### config.mk
export PLATFORM = sky130hd
export DESIGN_NAME = row_read_sequencer
export DESIGN_NICKNAME = d
export VERILOG_FILES = /design/src/rtl/row_read_sequencer_pkg.sv /design/src/rtl/rrs_skid_fifo2.sv /design/src/rtl/row_read_sequencer.sv
export SDC_FILE = /design/constraint.sdc
export NUM_CORES = 1
export LEC_CHECK = 0
export ABC_AREA = 1
export BUFFER_PORTS_ARGS = -buffer_cell sky130_fd_sc_hd__buf_2
export CORE_MARGIN = 1.5
export CORE_UTILIZATION = 35
export DETAILED_ROUTE_END_ITERATION = 10
export GPL_TIMING_DRIVEN = 0
export PLACE_DENSITY = 0.65
export SYNTH_ARGS = -nofsm -noshare
export SYNTH_HDL_FRONTEND = slang
export SYNTH_SLANG_ARGS = --single-unit
### constraint.sdc
create_clock -name i_CLK -period 7.1 [get_ports i_CLK]
set_input_delay 2.13 -clock i_CLK [delete_from_list [all_inputs] [get_ports i_CLK]]
set_output_delay 2.13 -clock i_CLK [all_outputs]
set_load 0.05 [all_outputs]
### src/rtl/row_read_sequencer_pkg.sv
// Shared types and sizing for the background-removal row read sequencer.
package bgr_pkg;

    localparam int unsigned NUM_BUFF_C  = 12;
    localparam int unsigned ROW_WIDTH_C = 320;
    localparam int unsigned IDX_W       = 4;
    localparam int unsigned CNT_W       = $clog2(ROW_WIDTH_C + 1);

    typedef enum logic [2:0] {
        IDLE,
        WAIT_ROW,
        READ,
        DRAIN,
        DONE
    } state_t;

endpackage

### src/rtl/rrs_skid_fifo2.sv
// Two-entry FIFO decoupling line-buffer read latency from downstream backpressure.
module rrs_skid_fifo2 #(
    parameter int unsigned WIDTH = 25
) (
    input  logic             i_CLK,
    input  logic             i_RSTn,
    input  logic             i_push,
    input  logic [WIDTH-1:0] i_data,
    input  logic             i_pop,
    output logic [WIDTH-1:0] o_data,
    output logic             o_valid,
    output logic [1:0]       o_count
);

    logic [WIDTH-1:0] r_mem [2];
    logic             r_wr_ptr;
    logic             r_rd_ptr;
    logic [1:0]       r_count;
    logic             w_do_pop;
    logic             w_do_push;

    assign w_do_pop  = i_pop & (r_count != 2'd0);
    assign w_do_push = i_push & ((r_count != 2'd2) | w_do_pop);

    always_ff @(posedge i_CLK or negedge i_RSTn) begin
        if (!i_RSTn) begin
            r_mem[0] <= '0;
            r_mem[1] <= '0;
            r_wr_ptr <= 1'b0;
            r_rd_ptr <= 1'b0;
            r_count  <= 2'd0;
        end else begin
            if (w_do_push) begin
                r_mem[r_wr_ptr] <= i_data;
                r_wr_ptr        <= ~r_wr_ptr;
            end
            if (w_do_pop) begin
                r_rd_ptr <= ~r_rd_ptr;
            end
            r_count <= r_count + 2'(w_do_push) - 2'(w_do_pop);
        end
    end

    assign o_data  = r_mem[r_rd_ptr];
    assign o_valid = (r_count != 2'd0);
    assign o_count = r_count;

endmodule

### src/rtl/row_read_sequencer.sv
// Round-robin reader for paired RGB/mask line buffers, streaming {mask, pixel} downstream.
// Define BGR_MASK_APPLY_EN to zero background pixels on o_DATA.
module row_read_sequencer
    import bgr_pkg::*;
#(
    parameter int unsigned DATA_WIDTH = 24,
    parameter int unsigned NUM_BUFF   = NUM_BUFF_C,
    parameter int unsigned ROW_WIDTH  = ROW_WIDTH_C
) (
    input  logic                           i_CLK,
    input  logic                           i_RSTn,
    input  logic [NUM_BUFF-1:0]            i_RGB_INTR,
    input  logic [NUM_BUFF-1:0]            i_MASK_INTR,
    output logic [NUM_BUFF-1:0]            o_RGB_READ,
    output logic [NUM_BUFF-1:0]            o_MASK_READ,
    input  logic [NUM_BUFF*DATA_WIDTH-1:0] i_RGB_DATA,
    input  logic [NUM_BUFF-1:0]            i_MASK_DATA,
    output logic [DATA_WIDTH-1:0]          o_DATA,
    output logic                           o_MASK,
    output logic                           o_VALID,
    input  logic                           i_READY,
    output logic                           o_FINISH_PROCESS_1_ROW,
    output logic [IDX_W-1:0]               o_ROW_IDX,
    output logic                           o_BUSY
);

    state_t                r_state;
    state_t                w_next;
    logic [NUM_BUFF-1:0]   r_rgb_rdy;
    logic [NUM_BUFF-1:0]   r_mask_rdy;
    logic [NUM_BUFF-1:0]   w_sel;
    logic [NUM_BUFF-1:0]   w_clr;
    logic [IDX_W-1:0]      r_ptr;
    logic [CNT_W-1:0]      r_rd_cnt;
    logic [CNT_W-1:0]      r_acc_cnt;
    logic                  r_inflight;
    logic                  w_rd_en;
    logic                  w_done;
    logic                  w_pop;
    logic                  w_slot_rdy;
    logic                  w_fifo_valid;
    logic [1:0]            w_fifo_cnt;
    logic [2:0]            w_occ;
    logic [DATA_WIDTH-1:0] w_pix_in;
    logic                  w_mask_in;
    logic [DATA_WIDTH:0]   w_fifo_q;

    // Current-slot decode and read-data mux.
    always_comb begin
        w_sel     = '0;
        w_pix_in  = '0;
        w_mask_in = 1'b0;
        for (int k = 0; k < NUM_BUFF; k++) begin
            if (r_ptr == IDX_W'(k)) begin
                w_sel[k]  = 1'b1;
                w_pix_in  = i_RGB_DATA[k*DATA_WIDTH +: DATA_WIDTH];
                w_mask_in = i_MASK_DATA[k];
            end
        end
    end

    assign w_slot_rdy = |(w_sel & r_rgb_rdy & r_mask_rdy);
    assign w_pop      = w_fifo_valid & i_READY;
    assign w_occ      = 3'(w_fifo_cnt) + 3'(r_inflight);
    assign w_clr      = w_done ? w_sel : '0;

    always_ff @(posedge i_CLK or negedge i_RSTn) begin
        if (!i_RSTn) begin
            r_state <= IDLE;
        end else begin
            r_state <= w_next;
        end
    end

    // Occupancy counts the in-flight read so the FIFO can never overflow.
    always_comb begin
        w_next  = r_state;
        w_rd_en = 1'b0;
        w_done  = 1'b0;
        case (r_state)
            IDLE:     w_next = WAIT_ROW;
            WAIT_ROW: if (w_slot_rdy) w_next = READ;
            READ: begin
                if ((w_occ < (3'd2 + 3'(w_pop))) && (r_rd_cnt < CNT_W'(ROW_WIDTH))) begin
                    w_rd_en = 1'b1;
                    if (r_rd_cnt == CNT_W'(ROW_WIDTH - 1)) w_next = DRAIN;
                end
            end
            DRAIN: begin
                if (!w_fifo_valid && !r_inflight && (r_acc_cnt == CNT_W'(ROW_WIDTH))) w_next = DONE;
            end
            DONE: begin
                w_done = 1'b1;
                w_next = WAIT_ROW;
            end
            default:  w_next = IDLE;
        endcase
    end

    // Ready flags (set wins over clear), slot pointer and row counters.
    always_ff @(posedge i_CLK or negedge i_RSTn) begin
        if (!i_RSTn) begin
            r_rgb_rdy  <= '0;
            r_mask_rdy <= '0;
            r_ptr      <= '0;
            r_rd_cnt   <= '0;
            r_acc_cnt  <= '0;
            r_inflight <= 1'b0;
        end else begin
            r_inflight <= w_rd_en;
            r_rgb_rdy  <= (r_rgb_rdy & ~w_clr) | i_RGB_INTR;
            r_mask_rdy <= (r_mask_rdy & ~w_clr) | i_MASK_INTR;
            if (w_done) begin
                r_rd_cnt  <= '0;
                r_acc_cnt <= '0;
                r_ptr     <= (r_ptr == IDX_W'(NUM_BUFF - 1)) ? '0 : r_ptr + IDX_W'(1);
            end else begin
                if (w_rd_en) r_rd_cnt <= r_rd_cnt + CNT_W'(1);
                if (w_pop)   r_acc_cnt <= r_acc_cnt + CNT_W'(1);
            end
        end
    end

    rrs_skid_fifo2 #(
        .WIDTH (DATA_WIDTH + 1)
    ) u_fifo (
        .i_CLK   (i_CLK),
        .i_RSTn  (i_RSTn),
        .i_push  (r_inflight),
        .i_data  ({w_mask_in, w_pix_in}),
        .i_pop   (w_pop),
        .o_data  (w_fifo_q),
        .o_valid (w_fifo_valid),
        .o_count (w_fifo_cnt)
    );

    assign o_RGB_READ             = w_rd_en ? w_sel : '0;
    assign o_MASK_READ            = w_rd_en ? w_sel : '0;
    assign o_VALID                = w_fifo_valid;
    assign o_MASK                 = w_fifo_q[DATA_WIDTH];
    assign o_FINISH_PROCESS_1_ROW = w_done;
    assign o_ROW_IDX              = r_ptr;
    assign o_BUSY                 = (r_state == READ) || (r_state == DRAIN);

`ifdef BGR_MASK_APPLY_EN
    assign o_DATA = w_fifo_q[DATA_WIDTH] ? w_fifo_q[DATA_WIDTH-1:0] : '0;
`else
    assign o_DATA = w_fifo_q[DATA_WIDTH-1:0];
`endif

endmodule
==> results.json, run 1 <==
{
  "run_status": "finished, final reports clean",
  "drive_above_1_share_pct": 24.85,
  "p_int_uw": 1818,
  "dr.pass1.iters": 8,
  "fin_skew_ps": 9.350,
  "ios": 383,
  "irDropWorstVdd_mv": 0.2599,
  "worst_setup_path_end_kind": "primary output",
  "synth_seq_cells": 104,
  "grt_use_total_pct": 28.19,
  "worstSkewPairLatency_ps": 360,
  "cts.sinks": 104,
  "path_class": "in2out",
  "rsz0062_at_grt": "false",
  "hold_path_class": "reg2reg",
  "grt_util_met2_pct": 47.89,
  "place_congestion": 0.9517,
  "synth.most_common_cell": "nand2_1",
  "timing.final.ws_setup_ps": 1267,
  "die_y_um": 160.6,
  "hold_violations": 0,
  "async_flop_share_pct": 100.0,
  "critPathLaunchType": "input pin",
  "slew_viol_final": 0,
  "busiest_layer": "met2",
  "io_buffers": 382,
  "max_slew_margin_pct": 43.06,
  "cts_root_buf": "clkbuf_16",
  "die_x_um": 160.6,
  "cts.repair.resized": 0,
  "yosys_warnings": 0,
  "dp_hpwl_mm": 30.33,
  "fin_crit_sh_pct": 82.16,
  "postCtsHoldBufs": 0,
  "setup-tns-final_ps": 0,
  "antenna_found_initial": 4,
  "synth-main-ff-cell": "dfrtp_1",
  "grt.overflow.total": 0,
  "dp_slack_ps": 1249,
  "synth_common_cells": "718 x nand2_1, 233 x nor2_1, 149 x inv_1",
  "dieArea_mm2": 0.02578,
  "setup_viol": 0,
  "synth_area_mm2": 0.008690,
  "powerDensity_mw_per_mm2": 362.3,
  "cts_buffer_depth": 2,
  "fin_area_mm2": 0.01136,
  "tightest_slew_ps": 851.0,
  "ant_nets": 0,
  "grt_pass1_vias": 10340,
  "syn_area_per_cell_um2": 5.610,
  "syn_to_final_growth_pct": 30.78,
  "drt-total-wl_mm": 36.70,
  "grt_util_met3_pct": 3.332,
  "clockPowerShare_pct": 12.9,
  "cts_buffers": 9,
  "synth_edf_count": 0,
  "critPathArrivalTime_ps": 3700,
  "wl_per_cell_um": 16.13,
  "fin_nets": 2281,
  "synth_area_leaders": "nand2_1 31%, dfrtp_1 30%, nor2_1 10%, inv_1 6.4%, nand3_1 4.0%",
  "p_leak_uw": 0.007060,
  "placed_area_mm2": 0.01104,
  "max_freq_mhz": 171.4,
  "cp_data_required_time_ps": 4970,
  "p_comb_share_pct": 64.5,
  "synth_nets": 1887,
  "grt_max_degree": 63,
  "ys_types": 33,
  "cts_tree": "yes",
  "vias": 10754,
  "synth_top_area_share_pct": 31.02,
  "core_mm2": 0.02432,
  "drc": 0,
  "synth.yosys.seq_area_share_pct": 29.95,
  "htreeDepth": 3,
  "grt_pass1_wl_mm": 55.81,
  "synth_top_area_cell": "nand2_1",
  "r2r_setup_slack_ps": 4110,
  "crit_path_max_fanout": 10,
  "clkSlewWorstSetupHoldPaths_ps": 80,
  "hold-worst-slack_ps": 468.8,
  "drt_iter0_drc": 870,
  "vias_per_cell": 4.725,
  "cts_setup_buffers": 0,
  "use_met1_pct": 37.86,
  "maxCapViolations": 0,
  "power_switching_uw": 2299,
  "initial_core_util_pct": 35.73,
  "power_frac_seq_pct": 22.6,
  "p_sw_share_pct": 55.83,
  "synth_cells": 1549,
  "num_rows": 57,
  "period_needed_ps": 5833
}
## path summary, 6_finish.rpt
check,start,end,depth (start not counted)
worst min-delay path,r_acc_cnt[8],r_acc_cnt[8],1
min in group asynchronous,i_RSTn,u_fifo.r_mem[1],1
worst min register to register,r_acc_cnt[8],r_acc_cnt[8],1
worst max register to register,o_ROW_IDX[1],u_fifo.r_mem[41],12
max in group asynchronous,i_RSTn,r_mask_rdy[6],2
worst max-delay path,i_READY,o_RGB_READ[9],10
## critical path, stage by stage
cell and delay (ps):
buf_2 100, nand2_4 90, o21ai_1 130, nand2_1 70
nor2_1 110, nand2_2 170, clkbuf_1 310, nor2_1 210
buf_4 130, buf_2 240
## per-layer routing
metal  routed length (µm)  vias up  share of wire (%)
li1                     -     5420                  -
met1                16030     4853                 44
met2                17310      427                 47
met3                 2583       54                7.0
met4                  780        0                2.1
met5                    0        -                  0
## power by group through the flow
stage               combinational, µW  clock (µW)  sequential, µW
floorplan                        1740           0             925
global placement                 2630           0             928
detailed placement               2660           0             936
CTS                              2670         541             927
global route                     2950         561             956
finish                           2660         530             931
## cell families after synthesis
group / after synthesis / share of synthesized area, %
simple gates: 1083 / 49.82
buf+inv: 267 / 12.67
flops: 104 / 29.95
compound gates: 80 / 5.572
fa+ha+maj: 11 / 1.584
xor+xnor: 4 / 0.4032
## cell type report
class | instances | area [µm²]
Fill cell | 2671 | 12950
Multi-Input combinational cell | 1178 | 4986
Sequential cell | 104 | 2603
Timing Repair Buffer | 383 | 1942
Inverter | 181 | 679.4
Buffer | 86 | 421.7
Tap cell | 324 | 405.4
Clock buffer | 9 | 225.2
Clock inverter | 7 | 92.59
Antenna cell | 4 | 10.01
## cell usage in the layout, fill, tap and decap left out, types with 9 or more instances in the layout
master / instances
buf_2: 406
buf_4: 19
clkbuf_1: 42
clkbuf_16: 9
clkinv_1: 9
dfrtp_1: 104
ha_1: 11
inv_1: 149
inv_2: 23
nand2_1: 718
nand3_1: 69
nand3b_1: 10
nand4_1: 13
nor2_1: 233
nor3_1: 13
o21ai_0: 27
o21ai_1: 11
o21bai_1: 24
## metrics by stage
step / util, % / total power, µW / instances
after global placement: 45.26 / 3553 / 2255
after global routing: 46.72 / 4468 / 2275
after detailed placement: 45.38 / 3591 / 2256
after floorplan: - / 2667 / 1549
final: 46.73 / 4117 / 2276
after CTS: 46.69 / 4136 / 2272
## registers in the layout, summed over array words and instances, names as in the netlist
name and cells:
u_fifo.o_count 2, r_mask_rdy 12, u_fifo.r_mem 50, r_rgb_rdy 12
r_state 3, u_fifo.r_rd_ptr 1, r_acc_cnt 9, r_rd_cnt 9
u_fifo.r_wr_ptr 1, r_inflight 1, o_ROW_IDX 4
Power figures use the tool's default switching activity.
==> inputs of run 2 (changes only) <==
--- a/config.mk
+++ b/config.mk
@@ -5,13 +5,13 @@
 export SDC_FILE = /design/constraint.sdc
 export NUM_CORES = 1
 export LEC_CHECK = 0
-export ABC_AREA = 1
+export ABC_AREA = 0
 export BUFFER_PORTS_ARGS = -buffer_cell sky130_fd_sc_hd__buf_2
 export CORE_MARGIN = 1.5
 export CORE_UTILIZATION = 35
 export DETAILED_ROUTE_END_ITERATION = 10
 export GPL_TIMING_DRIVEN = 0
-export PLACE_DENSITY = 0.65
+export PLACE_DENSITY = 0.68
 export SYNTH_ARGS = -nofsm -noshare
 export SYNTH_HDL_FRONTEND = slang
 export SYNTH_SLANG_ARGS = --single-unit
==> constraint.sdc (replaced) <==
create_clock -name i_CLK -period 5.1 [get_ports i_CLK]
set_input_delay 1.53 -clock i_CLK [delete_from_list [all_inputs] [get_ports i_CLK]]
set_output_delay 1.53 -clock i_CLK [all_outputs]
set_load 0.05 [all_outputs]
==> results.json, run 2 <==
{
  "run_status": "finished, final reports clean",
  "regMostFlops": "u_fifo.r_mem",
  "final_common_cell": "buf_2",
  "hold_path_class": "reg2reg",
  "p_leak_uw": 0.004908,
  "drt-total-wl_mm": 44.13,
  "powerDensity_mw_per_mm2": 221.8,
  "irDropWorstVdd_mv": 0.1858,
  "initial_core_util_pct": 35.89,
  "die_y_um": 158.6,
  "htreeDepth": 3,
  "cts.sinks": 104,
  "period_needed_ps": 5007,
  "maxCapViolations": 0,
  "rsz0062_at_grt": "false",
  "cp.depth": 10,
  "cts_setup_buffers": 0,
  "drive_above_1_share_pct": 34.86,
  "tightest_slew_ps": 842.4,
  "grt_pass1_wl_mm": 63.41,
  "setup-tns-final_ps": 0,
  "r2r-start": "o_ROW_IDX[0]",
  "clockPowerShare_pct": 27.2,
  "synth.yosys.seq_area_share_pct": 30.71,
  "crit_path_max_fanout": 10,
  "dp_hpwl_mm": 35.58,
  "ys_types": 60,
  "fin_nets": 1773,
  "fin_crit_sh_pct": 98.18,
  "vias": 10371,
  "worstPathCellList": "buf_2 -> o21ai_2 -> o21a_2 -> or3_4 -> buf_6 -> inv_1 -> clkbuf_4 -> and3_1 -> buf_4 -> buf_2",
  "slowest_delay_ps": 380,
  "grt_max_degree": 64,
  "dp_slack_ps": 45.57,
  "synth_nets": 1379,
  "drc": 0,
  "dieArea_mm2": 0.02516,
  "dr.pass1.iters": 5,
  "vias_per_cell": 5.866,
  "critPathTopFamily": "buffers and inverters",
  "antenna_found_initial": 12,
  "core_mm2": 0.02361,
  "synth.most_common_cell": "a21oi_1",
  "p_comb_share_pct": 34.9,
  "multi_input_area_mm2": 0.005187,
  "synth_area_mm2": 0.008474,
  "slowest_stage": "or3_4",
  "postCtsHoldBufs": 0,
  "yosys_warnings": 0,
  "endpoint": "o_RGB_READ[1]",
  "cts_buffers": 9,
  "final_cell_mix": "388 x buf_2, 107 x a21oi_1, 104 x dfrtp_1",
  "place_congestion": 1.051,
  "startpoint": "i_READY",
  "grt_use_total_pct": 34.94,
  "worst_setup_path_end_kind": "primary output",
  "synth_top_area_cell": "dfrtp_1",
  "grt_pass1_vias": 10216,
  "drt_iter0_drc": 988,
  "syn_to_final_growth_pct": 31.27,
  "hold_violations": 0,
  "power_switching_uw": 913.8,
  "critPathArrivalTime_ps": 3480,
  "wl_per_cell_um": 24.96,
  "cts_root_buf": "clkbuf_16",
  "largest_reg_flops": 50,
  "max_slew_margin_pct": 43.84,
  "path_class": "in2out",
  "clkSlewWorstSetupHoldPaths_ps": 70,
  "synth_seq_cells": 104,
  "async_flop_share_pct": 100.0,
  "critPathLaunchType": "input pin",
  "cts_buffer_depth": 2,
  "hold-worst-slack_ps": 480.7,
  "num_rows": 56,
  "synth_area_leaders": "dfrtp_1 31%, mux2_2 9.7%, a21oi_1 6.3%, o21ai_0 5.6%, nor2b_1 4.2%",
  "slew_viol_final": 0,
  "max_freq_mhz": 199.7,
  "worstSkewPairLatency_ps": 350,
  "cp_data_required_time_ps": 3570,
  "path_buf_inv": 6,
  "timing.final.ws_setup_ps": 92.67,
  "placed_area_mm2": 0.01082,
  "io_buffers": 382,
  "ios": 383,
  "setup_viol": 0,
  "cts_tree": "yes",
  "top_regs": "u_fifo.r_mem: 50 flops, r_mask_rdy: 12 flops, r_rgb_rdy: 12 flops",
  "syn_area_per_cell_um2": 8.141,
  "fillers": 2440,
  "seq_area_mm2": 0.002603,
  "fin_skew_ps": 10.26,
  "synth-main-ff-cell": "dfrtp_1",
  "die_x_um": 158.6,
  "power_frac_seq_pct": 37.9,
  "synth_cells": 1041,
  "worstRegToRegCells": 10,
  "r2r-end": "u_fifo.r_mem[4]",
  "synth_top_area_share_pct": 30.71,
  "grt.overflow.total": 0,
  "p_int_uw": 1554,
  "p_sw_share_pct": 37.03,
  "synth_common_cells": "107 x a21oi_1, 104 x dfrtp_1, 94 x o21ai_0",
  "ant_nets": 0,
  "cpMostUsedCell": "buf_2",
  "synth_edf_count": 0,
  "r2r_setup_slack_ps": 1590,
  "fin_area_mm2": 0.01112
}
-- run 2: power by group through the flow --
stage               sequential [µW]  combinational, µW  clock, µW
floorplan                       933                531          0
global placement                947                847          0
detailed placement              948                857          0
CTS                             934                861        681
global route                    942                916        712
finish                          935                860        672
-- run 2: area by class of cell --
cell class | instances | share of cell area, %
antenna | 9 | 0.2025
buffer | 115 | 4.555
clock buffer | 12 | 2.306
clock inverter | 4 | 0.2474
inverter | 48 | 1.620
multi-input combinational | 774 | 46.63
sequential | 104 | 23.39
tap | 319 | 3.588
timing repair buffer | 383 | 17.46
-- run 2: worst min path at each step --
stage | cells after the start | endpoint | start
2_1_floorplan | 1 | r_mask_rdy[1] | r_mask_rdy[1]
3_3_place_gp | 1 | r_rgb_rdy[6] | r_rgb_rdy[6]
3_5_place_dp | 1 | r_rgb_rdy[11] | r_rgb_rdy[11]
4_1_cts | 1 | r_rgb_rdy[11] | r_rgb_rdy[11]
5_1_grt | 1 | r_mask_rdy[2] | r_mask_rdy[2]
6_report | 1 | r_rgb_rdy[3] | r_rgb_rdy[3]
-- run 2: what timing repair did --
action,CTS,global route
endpoints found under the hold margin,0,0
gates resized for setup,0,1
setup endpoints to repair,0,2
-- run 2: logic make-up after synthesis --
logic type | Yosys count | share of synthesized area [%]
AOI/OAI and AO/OA | 397 | 30.30
and+or+nand+nor | 276 | 17.78
buffers and inverters | 163 | 8.076
DFF | 104 | 30.71
muxes | 77 | 10.17
xor gates and xnor gates | 13 | 1.344
adders and majority gates | 11 | 1.624
-- run 2: through the flow --
step	total power (µW)	std cells	utilization, %
after floorplan	1464	1041	-
after CTS	2475	1759	47.01
after global routing	2570	1767	47.10
after detailed placement	1806	1743	45.80
after global placement	1793	1742	45.68
final	2467	1768	47.11
-- run 2: per-layer routing --
layer	wire, µm	track usage, %	vias to the layer above
met5	26	0	-
met4	1877	14.82	4
met2	19840	55.98	658
met3	4094	7.050	115
met1	18290	45.69	4960
li1	-	-	4634
-- run 2: worst register-to-register path, stage by stage (launching register included) --
cell and delay (ps):
dfrtp_1 440, inv_1 160, ha_1 160, clkbuf_1 420
clkbuf_1 470, clkbuf_1 640, a21oi_1 80, o2bb2ai_1 170
a21oi_1 90, o21ai_0 560, mux2_2 280
